--- config.mk ---
export PLATFORM = sky130hd
export DESIGN_NAME = rv32_uart_fifo
export DESIGN_NICKNAME = d
export VERILOG_FILES = /design/src/rtl/rv32_uart_pkg.sv /design/src/rtl/uart_sync_fifo.sv /design/src/rtl/rv32_uart_fifo.sv
export SDC_FILE = /design/constraint.sdc
export NUM_CORES = 1
export LEC_CHECK = 0
export ABC_CLOCK_PERIOD_IN_PS = 3500
export BUFFER_PORTS_ARGS = -buffer_cell sky130_fd_sc_hd__buf_4
export CAP_MARGIN = 20
export CORE_UTILIZATION = 35
export DETAILED_ROUTE_END_ITERATION = 8
export PLACE_DENSITY_LB_ADDON = 0.3
export SYNTH_ARGS = -nofsm -noshare
export SYNTH_HDL_FRONTEND = slang
export SYNTH_HIERARCHICAL = 1
export SYNTH_SLANG_ARGS = --single-unit
--- constraint.sdc ---
create_clock -name clk -period 3.5 [get_ports clk]
set_input_delay 0.7 -clock clk [delete_from_list [all_inputs] [get_ports clk]]
set_output_delay 0.7 -clock clk [all_outputs]
set_load 0.02 [all_outputs]
--- src/rtl/rv32_uart_pkg.sv ---
// Shared constants for the RV32I memory-mapped UART: register offsets,
// status bit positions, FSM encodings and the bit-period calculation.
package rv32_uart_pkg;

    localparam logic UART_REG_DATA   = 1'b0;
    localparam logic UART_REG_STATUS = 1'b1;

    localparam int STAT_RX_VALID   = 0;
    localparam int STAT_TX_FULL    = 1;
    localparam int STAT_TX_IDLE    = 2;
    localparam int STAT_RX_OVERRUN = 3;
    localparam int STAT_FRAME_ERR  = 4;

    // Encodings shared by the transmit and receive state machines
    localparam logic [1:0] IDLE  = 2'd0;
    localparam logic [1:0] START = 2'd1;
    localparam logic [1:0] DATA  = 2'd2;
    localparam logic [1:0] STOP  = 2'd3;

    // Clock cycles per bit, rounded to the nearest integer
    function automatic int bit_cycles(input int clk_freq_mhz, input int baud_rate);
        return (clk_freq_mhz * 1000000 + baud_rate / 2) / baud_rate;
    endfunction

endpackage

--- src/rtl/uart_sync_fifo.sv ---
// Small synchronous FIFO with show-ahead read data; a pop and a push in the
// same cycle are both honoured even when the FIFO is full.
module uart_sync_fifo #(
    parameter int WIDTH      = 8,
    parameter int LOG2_DEPTH = 2
) (
    input  logic                  clk,
    input  logic                  reset_n,
    input  logic                  push,
    input  logic                  pop,
    input  logic [WIDTH-1:0]      wdata,
    output logic [WIDTH-1:0]      rdata,
    output logic                  full,
    output logic                  empty,
    output logic [LOG2_DEPTH:0]   count
);

    localparam int DEPTH = 1 << LOG2_DEPTH;

    logic [WIDTH-1:0]      mem [DEPTH];
    logic [LOG2_DEPTH-1:0] wr_ptr;
    logic [LOG2_DEPTH-1:0] rd_ptr;
    logic                  do_push;
    logic                  do_pop;

    assign empty   = (count == '0);
    assign full    = (count == (LOG2_DEPTH + 1)'(DEPTH));
    assign do_pop  = pop && !empty;
    // A full FIFO still accepts a push when the head leaves in the same cycle
    assign do_push = push && (!full || do_pop);
    assign rdata   = mem[rd_ptr];

    always_ff @(posedge clk) begin
        if (!reset_n) begin
            wr_ptr <= '0;
            rd_ptr <= '0;
            count  <= '0;
        end else begin
            if (do_push) wr_ptr <= wr_ptr + 1'b1;
            if (do_pop)  rd_ptr <= rd_ptr + 1'b1;
            if (do_push && !do_pop)
                count <= count + 1'b1;
            else if (do_pop && !do_push)
                count <= count - 1'b1;
        end
    end

    always_ff @(posedge clk) begin
        if (do_push) mem[wr_ptr] <= wdata;
    end

endmodule

--- src/rtl/rv32_uart_fifo.sv ---
// 8N1 UART peripheral for the RV32I data bus: TX/RX FIFOs, sticky error
// flags and registered read data suited to the core's two-cycle reads.
module rv32_uart_fifo
    import rv32_uart_pkg::*;
#(
    parameter int CLK_FREQ_MHZ = 100,
    parameter int BAUD_RATE    = 115200,
    parameter int FIFO_LOG2    = 2
) (
    input  logic        clk,
    input  logic        reset_n,
    input  logic        rx,
    output logic        tx,
    input  logic        address,
    input  logic        read,
    input  logic        write,
    input  logic [31:0] writedata,
    output logic [31:0] readdata
);

    localparam int BIT_CYCLES = bit_cycles(CLK_FREQ_MHZ, BAUD_RATE);
    localparam int CNT_W      = $clog2(BIT_CYCLES);
    localparam logic [CNT_W-1:0] BIT_LAST  = CNT_W'(BIT_CYCLES - 1);
    localparam logic [CNT_W-1:0] HALF_LAST = CNT_W'(BIT_CYCLES / 2 - 1);

    logic             read_q;
    logic             read_access;
    logic [31:0]      status;
    logic             rx_overrun;
    logic             frame_err;

    logic             tx_push, tx_pop, tx_full, tx_empty;
    logic [7:0]       tx_rdata;
    logic [FIFO_LOG2:0] tx_count;
    logic [1:0]       tx_state;
    logic [CNT_W-1:0] tx_cnt;
    logic [2:0]       tx_bit;
    logic [7:0]       tx_shift;
    logic             tx_done;

    logic             rx_push, rx_pop, rx_full, rx_empty;
    logic [7:0]       rx_rdata;
    logic [FIFO_LOG2:0] rx_count;
    logic [1:0]       rx_state;
    logic [CNT_W-1:0] rx_cnt;
    logic [2:0]       rx_bit;
    logic [7:0]       rx_shift;
    logic             rx_s1, rx_s2, rx_s3;
    logic             rx_stop_sample;

    logic             unused_bits;
    assign unused_bits = ^{writedata[31:8], tx_count, rx_count};

    // A held read strobe counts as a single access on its first cycle
    assign read_access = read && !read_q;
    assign tx_push     = write && (address == UART_REG_DATA);
    assign rx_pop      = read_access && (address == UART_REG_DATA);

    uart_sync_fifo #(.WIDTH(8), .LOG2_DEPTH(FIFO_LOG2)) u_tx_fifo (
        .clk(clk), .reset_n(reset_n), .push(tx_push), .pop(tx_pop),
        .wdata(writedata[7:0]), .rdata(tx_rdata), .full(tx_full),
        .empty(tx_empty), .count(tx_count)
    );

    uart_sync_fifo #(.WIDTH(8), .LOG2_DEPTH(FIFO_LOG2)) u_rx_fifo (
        .clk(clk), .reset_n(reset_n), .push(rx_push), .pop(rx_pop),
        .wdata(rx_shift), .rdata(rx_rdata), .full(rx_full),
        .empty(rx_empty), .count(rx_count)
    );

    always_comb begin
        status                  = '0;
        status[STAT_RX_VALID]   = !rx_empty;
        status[STAT_TX_FULL]    = tx_full;
        status[STAT_TX_IDLE]    = tx_empty && (tx_state == IDLE);
        status[STAT_RX_OVERRUN] = rx_overrun;
        status[STAT_FRAME_ERR]  = frame_err;
    end

    // Bus side: read data register and sticky flags (a set beats a clear)
    always_ff @(posedge clk) begin
        if (!reset_n) begin
            read_q     <= 1'b0;
            readdata   <= '0;
            rx_overrun <= 1'b0;
            frame_err  <= 1'b0;
        end else begin
            read_q <= read;
            if (read_access)
                readdata <= (address == UART_REG_STATUS) ? status
                          : {24'h0, rx_empty ? 8'h00 : rx_rdata};
            if (rx_push && rx_full && !rx_pop)
                rx_overrun <= 1'b1;
            else if (write && address == UART_REG_STATUS && writedata[STAT_RX_OVERRUN])
                rx_overrun <= 1'b0;
            if (rx_stop_sample && !rx_s2)
                frame_err <= 1'b1;
            else if (write && address == UART_REG_STATUS && writedata[STAT_FRAME_ERR])
                frame_err <= 1'b0;
        end
    end

    // The stop bit can hand straight over to the next start bit
    assign tx_done = (tx_cnt == BIT_LAST);
    assign tx_pop  = !tx_empty && ((tx_state == IDLE) || (tx_state == STOP && tx_done));

    always_ff @(posedge clk) begin
        if (!reset_n) begin
            tx_state <= IDLE;
            tx_cnt   <= '0;
            tx_bit   <= '0;
            tx_shift <= '0;
            tx       <= 1'b1;
        end else if (tx_pop) begin
            tx_state <= START;
            tx_cnt   <= '0;
            tx_shift <= tx_rdata;
            tx       <= 1'b0;
        end else if (tx_state != IDLE) begin
            if (!tx_done) begin
                tx_cnt <= tx_cnt + 1'b1;
            end else begin
                tx_cnt <= '0;
                case (tx_state)
                    START: begin
                        tx_state <= DATA;
                        tx_bit   <= '0;
                        tx       <= tx_shift[0];
                        tx_shift <= {1'b0, tx_shift[7:1]};
                    end
                    DATA: begin
                        if (tx_bit == 3'd7) begin
                            tx_state <= STOP;
                            tx       <= 1'b1;
                        end else begin
                            tx_bit   <= tx_bit + 1'b1;
                            tx       <= tx_shift[0];
                            tx_shift <= {1'b0, tx_shift[7:1]};
                        end
                    end
                    default: tx_state <= IDLE;
                endcase
            end
        end
    end

    assign rx_stop_sample = (rx_state == STOP) && (rx_cnt == BIT_LAST);
    assign rx_push        = rx_stop_sample && rx_s2;

    // rx_s1/rx_s2 synchronise the line; rx_s3 gives the falling-edge detect
    always_ff @(posedge clk) begin
        if (!reset_n) begin
            rx_s1    <= 1'b1;
            rx_s2    <= 1'b1;
            rx_s3    <= 1'b1;
            rx_state <= IDLE;
            rx_cnt   <= '0;
            rx_bit   <= '0;
            rx_shift <= '0;
        end else begin
            rx_s1 <= rx;
            rx_s2 <= rx_s1;
            rx_s3 <= rx_s2;
            case (rx_state)
                IDLE: begin
                    if (rx_s3 && !rx_s2) begin
                        rx_state <= START;
                        rx_cnt   <= '0;
                    end
                end
                START: begin
                    if (rx_cnt == HALF_LAST) begin
                        rx_cnt   <= '0;
                        rx_bit   <= '0;
                        rx_state <= rx_s2 ? IDLE : DATA;
                    end else begin
                        rx_cnt <= rx_cnt + 1'b1;
                    end
                end
                DATA: begin
                    if (rx_cnt == BIT_LAST) begin
                        rx_cnt   <= '0;
                        rx_shift <= {rx_s2, rx_shift[7:1]};
                        if (rx_bit == 3'd7) rx_state <= STOP;
                        else                rx_bit   <= rx_bit + 1'b1;
                    end else begin
                        rx_cnt <= rx_cnt + 1'b1;
                    end
                end
                default: begin
                    if (rx_cnt == BIT_LAST) begin
                        rx_cnt   <= '0;
                        rx_state <= IDLE;
                    end else begin
                        rx_cnt <= rx_cnt + 1'b1;
                    end
                end
            endcase
        end
    end

endmodule

Word level (Yosys, flattened, before mapping)
Memory sizes are Yosys's and may differ from the RTL's. A register that Yosys moved wholly into a read port is not among the register bits. Cells that the tools add are included. W data, S select, Z words.

Equality and inequality tests: 22. Add/subtract/negate cells: 12. Reductions and logical operators: 61. Multiplexer cells: 51. Bitwise gates (word level): 3.

Operators with widths (count): $mux W8 (6); $mux W10 (4); $mux W3 (8); $logic_and A1 B1 Y1 (23); $mux W2 (11); $add A10 B1 Y10 const B (2); $eq A10 B10 Y1 const B (2); $pmux W10 S2 (1); $reduce_bool A2 Y1 (9); $pmux W8 S2 (1); $mux W1 (15); $ne A2 B2 Y1 const B (7); $add A3 B1 Y3 const B (4); $eq A3 B3 Y1 const B (4); $pmux W3 S2 (2); $logic_not A1 Y1 (11); $eq A10 B9 Y1 const B (1); $reduce_and A5 Y1 (2); $reduce_and A3 Y1 (3); $add A2 B1 Y2 const B (4); $eq A2 B2 Y1 const B (4); $reduce_and A4 Y1 (2); $logic_not A3 Y1 (2); $ne A3 B2 Y1 const B (2); 11 further kinds (19).

Word-level logic and storage cells: 174. RAM bits: 64. Bits of input ports: 38. Register bits after elaboration: 99. Output and inout port bits: 33. Memories: 2.

Memory list: u_rx_fifo.mem (depth 4, bits a word 8, rd ports 1, clocked after memory_dff 1, write ports 1, line uart_sync_fifo.sv:20) `logic [WIDTH-1:0] mem [DEPTH];`; u_tx_fifo.mem (depth 4, bits a word 8, rd ports 1, clocked after memory_dff 1, write ports 1, line uart_sync_fifo.sv:20).

Logic depth before layout (Yosys ltp)
Depth in word-level cells: 11. Gate-level depth with buffers: 15. Depth with buffers taken out: 13.

Cells and area by module
Netlist, hierarchy kept.

Modules (own cells, without submodules): uart_sync_fifo (sequential area each 1141.1 um^2, times used 2, area each 1644.1 um^2, cells an instance 90); rv32_uart_fifo (sequential area each 1221.2 um^2, times used 1, area each 3067.9 um^2, cells an instance 352).

Least setup slack after synthesis
No wires, ideal clock.

Path kind: reg-to-reg. Start: register tx_cnt[0]. End: register u_tx_fifo.count[2]. Cell stages (with the launch flop): 16. Slack: 0.308 ns. Clock period less this slack: 3.192 ns. Arrival time: 3.117 ns. Library setup time: 0.076 ns. Buffers on the path: 2. Required time: 3.424 ns. Cell sequence: dfxtp_1 -> ha_1 -> nand4bb_1 -> or4_1 -> buf_2 -> o21a_1 -> buf_6 -> inv_1 -> inv_1 -> a21boi_4 -> ha_1 -> inv_1 -> fa_1 -> xor2_1 -> or3_1 -> a21boi_0.

Longest elaborated chain between the ends: 10. Elaborated cells between the ends (all ways): 13. Classes of those cells: eq/ne (1); mux (1); reduce/logical (11).

Ends and longest elaborated chain: start, declared (line rv32_uart_fifo.sv:36) `logic [CNT_W-1:0] tx_cnt;`; start signal, assigned (line rv32_uart_fifo.sv:121) `tx_cnt <= tx_cnt + 1'b1;`; $eq A10 B10 Y1 (*) (line rv32_uart_fifo.sv:104) `assign tx_done = (tx_cnt == BIT_LAST);`; $logic_and A1 B1 Y1 (*) (line rv32_uart_fifo.sv:105) `assign tx_pop = !tx_empty && ((tx_state == IDLE) || (tx_state == STOP && tx_done));`; $logic_or A1 B1 Y1 (*) (line rv32_uart_fifo.sv:105); $logic_and A1 B1 Y1 (*) (line rv32_uart_fifo.sv:105); named net tx_pop (line rv32_uart_fifo.sv:32) `logic tx_push, tx_pop, tx_full, tx_empty;`; $logic_and A1 B1 Y1 (*) (line uart_sync_fifo.sv:28) `assign do_pop = pop && !empty;`; $logic_or A1 B1 Y1 (*) (line uart_sync_fifo.sv:30) `assign do_push = push && (!full || do_pop);`; $logic_and A1 B1 Y1 (*) (line uart_sync_fifo.sv:30); named net u_tx_fifo.do_push (line uart_sync_fifo.sv:23) `logic do_push;`; $logic_not A1 Y1 (line uart_sync_fifo.sv:43) `else if (do_pop && !do_push)`; $logic_and A1 B1 Y1 (line uart_sync_fifo.sv:43); $reduce_bool A2 Y1 (no source line); end signal, assigned (line uart_sync_fifo.sv:42) `count <= count + 1'b1;`; end signal, assigned (line uart_sync_fifo.sv:44) `count <= count - 1'b1;`; end, declared (line uart_sync_fifo.sv:15) `output logic [LOG2_DEPTH:0] count`.

The timed path passes the listed nets; every way through them passes the cells marked *. A chain may end at the register's enable or synchronous reset.

Worst setup path in the final report
Same ends and word-level chain as after synthesis.

==> run metrics <==
Area contributors post-synth edfxtp_1, dfxtp_1, mux4_2, ha_1, mux2i_1; synth unique cells between 60 and 70; DIE AREA around 19000 um^2; Slew Limit Headroom 0.498; final hold vios 0; Routed Antenna Nets 0; Max clock buf depth 2; Placer Congestion 0.797; worst setup path class reg -> reg; via count 3897; commonest cells in the netlist dfxtp_1, edfxtp_1, nor2_1; Synth area leader edfxtp_1; CP startpoint kind flop; RR Startpoint tx_cnt[0]$_SDFFE_PP0P_; min Tclk post-route ~3.2 ns; final cycle utilization of the critical path 0.925; Worst Setup SP tx_cnt[0]$_SDFFE_PP0P_; yosys warns 6; VDD IR max 0.334 mV; flops & latches, synth 143; EDFF count, synth 64; outcome finished clean; core region area about 18000 um^2; WP data required about 3.8 ns; H-tree Lvls 4; Cells after DPL between 700 and 800; power per cell area 593 nW/um^2; port buffer count 22; CTS Buf Count 17; Syn Inst Count about 530; top-count cell post-synth dfxtp_1; Die Ht 137 um; share of layout cells above drive strength 1 0.162; Cell Count, Final, Fillers Out about 790; die width between 100 and 150 um; ant diodes 0; first-pass GRT wire length about 19000 um; CTS root buf clkbuf_16; # clock sinks 143; total power roughly 4.3 mW; initial antenna violation count 0; dpl hpwl between 8000 and 9000 um; CP Data Arrival Time 3.57 ns; number of global-route vias before repair about 3800; Slew @ Worst Pin 0.749 ns; Layout area overhead 13.9%; setup_tns 0 ns; GR Overflow Total 0; leakage approximately 2.7 nW; Util after Layout 0.413; mapped cell area 6360 um^2; Initial Util 0.362; post-synthesis async set-or-reset flop share 0; ys flop type dfxtp_1; layout net count just over 600; Via density slightly below 5; DR iter-0 viols 146; top cell type's share of synthesized area 0.302; Pre-Repair DR Iteration Count 4; pin count of the biggest net entering global routing 38; clock latency at the later pin of the worst-skew pair around 0.42 ns; number of max-cap violations 0; CP Capture Type flop; pre-CTS setup slack approximately 0.19 ns; CTS tree done; Worst-path clk slew around 0.06 ns; Hold Crit Start rx_s1$_SDFF_PN1_; drt wl/cell between 10 and 15 um; critical path peak fanout 5; Layout fillers around 1700; Synth Area per Inst 11.9 um^2; Fin Clk Skew roughly 0.0073 ns; std cell rows 48; Final Max Tran Viols 0; Ports 71; # DRC 0; Final WS setup between 0.2 and 0.3 ns; GRT Overall Usage 0.133; Seq/Total Area, Yosys 0.551; fmax roughly 310 MHz; routed wire length about 11000 um; type of the worst min-delay path reg -> reg; RSZ-0062 raised after global routing false; setup violators final 0
==> area by class of cell <==
type	instances	area [um^2]	area share
Clock buffer	19	454	0.0628
Clock inverter	13	128	0.0176
Inverter	17	63.8	0.00882
Multi-Input combinational cell	348	2590	0.358
Sequential cell	143	3500	0.484
Tap cell	225	282	0.0389
Timing Repair Buffer	29	218	0.0301
==> kinds of logic after synthesis <==
| kind of cell | share of synthesized area |
|---|---|
| AOI/OAI and AO/OA | 0.0837 |
| xor gates and xnor gates | 0.0248 |
| adders and majority gates | 0.0476 |
| buffers and inverters | 0.0555 |
| DFF | 0.551 |
| muxes | 0.0913 |
| other | 0.000590 |
| and+or+nand+nor | 0.145 |
==> layer usage <==
layer / vias up / track usage / wire [um]
li1: 1922 / - / -
met3: 14 / 0.0400 / 394
met1: 1892 / 0.154 / 5000
met2: 69 / 0.228 / 5830
met4: 0 / 0.0543 / 150
met5: - / 0 / 0
==> placed cells by master (no fill, tap or decap), drive strengths merged, types with 8 or more instances in the layout <==
cell	synthesis	final
a211oi	9	9
a21oi	15	15
and2	18	18
buf	35	29
clkbuf	12	19
conb	1	24
dfxtp	79	79
edfxtp	64	64
ha	21	21
inv	17	22
mux2i	22	22
mux4	16	16
nand2	34	34
nand3	16	16
nor2	47	47
nor2b	10	10
nor3	12	12
o21ai	9	9
xnor2	10	10
xor2	8	8
==> flip-flops by register name, indices dropped and copies added, names as in the netlist, 2 cells and up, named ones only <==
| signal | count |
|---|---|
| readdata | 8 |
| rx_bit | 3 |
| rx_cnt | 10 |
| rx_shift | 8 |
| rx_state | 2 |
| tx_bit | 3 |
| tx_cnt | 10 |
| tx_shift | 8 |
| tx_state | 2 |
| u_rx_fifo/count | 3 |
| u_rx_fifo/mem | 32 |
| u_rx_fifo/rd_ptr | 2 |
| u_rx_fifo/wr_ptr | 2 |
| u_tx_fifo/count | 3 |
| u_tx_fifo/mem | 32 |
| u_tx_fifo/rd_ptr | 2 |
| u_tx_fifo/wr_ptr | 2 |
==> per-stage QoR <==
step / hold slack [ns] / cell area, um^2
after floorplan: 0.386 / 6440
after global placement: 0.396 / 6640
after detailed placement: 0.392 / 6640
after CTS: 0.407 / 7220
after global routing: 0.421 / 7240
final: 0.404 / 7240
==> power by group <==
part / internal [mW] / switching [mW]
sequential: 1.84 / 0.0911
clock: 1.03 / 0.706
combinational: 0.273 / 0.355
==> critical path: stages, from the launching register on <==
cell,delay (ns)
dfxtp_1,0.37
ha_1,0.19
nand4bb_1,0.12
or4_1,0.56
o21a_1,0.21
inv_1,0.15
inv_1,0.10
a21boi_4,0.17
ha_2,0.20
inv_1,0.06
fa_1,0.38
xor2_1,0.16
or3_1,0.30
a21boi_0,0.18
==> repair_timing <==
| item | CTS | global route |
|---|---|---|
| endpoints found under the setup margin | 0 | 1 |
| buffers inserted | 0 | 2 |
| hold buffers | 0 | 0 |
| resized for setup | 0 | 1 |
==> path summary, 6_finish.rpt <==
check / to / cells past startpoint / slack [ns]
hold / removal: rx_s2$_SDFF_PN1_ / 1 / 0.40
setup / recovery: u_tx_fifo/count[2]$_SDFFE_PN0P_ / 13 / 0.26
setup reg to reg: u_tx_fifo/count[2]$_SDFFE_PN0P_ / 13 / 0.26
hold reg to reg: rx_s2$_SDFF_PN1_ / 1 / 0.40
(Power assumes the default switching activity.)
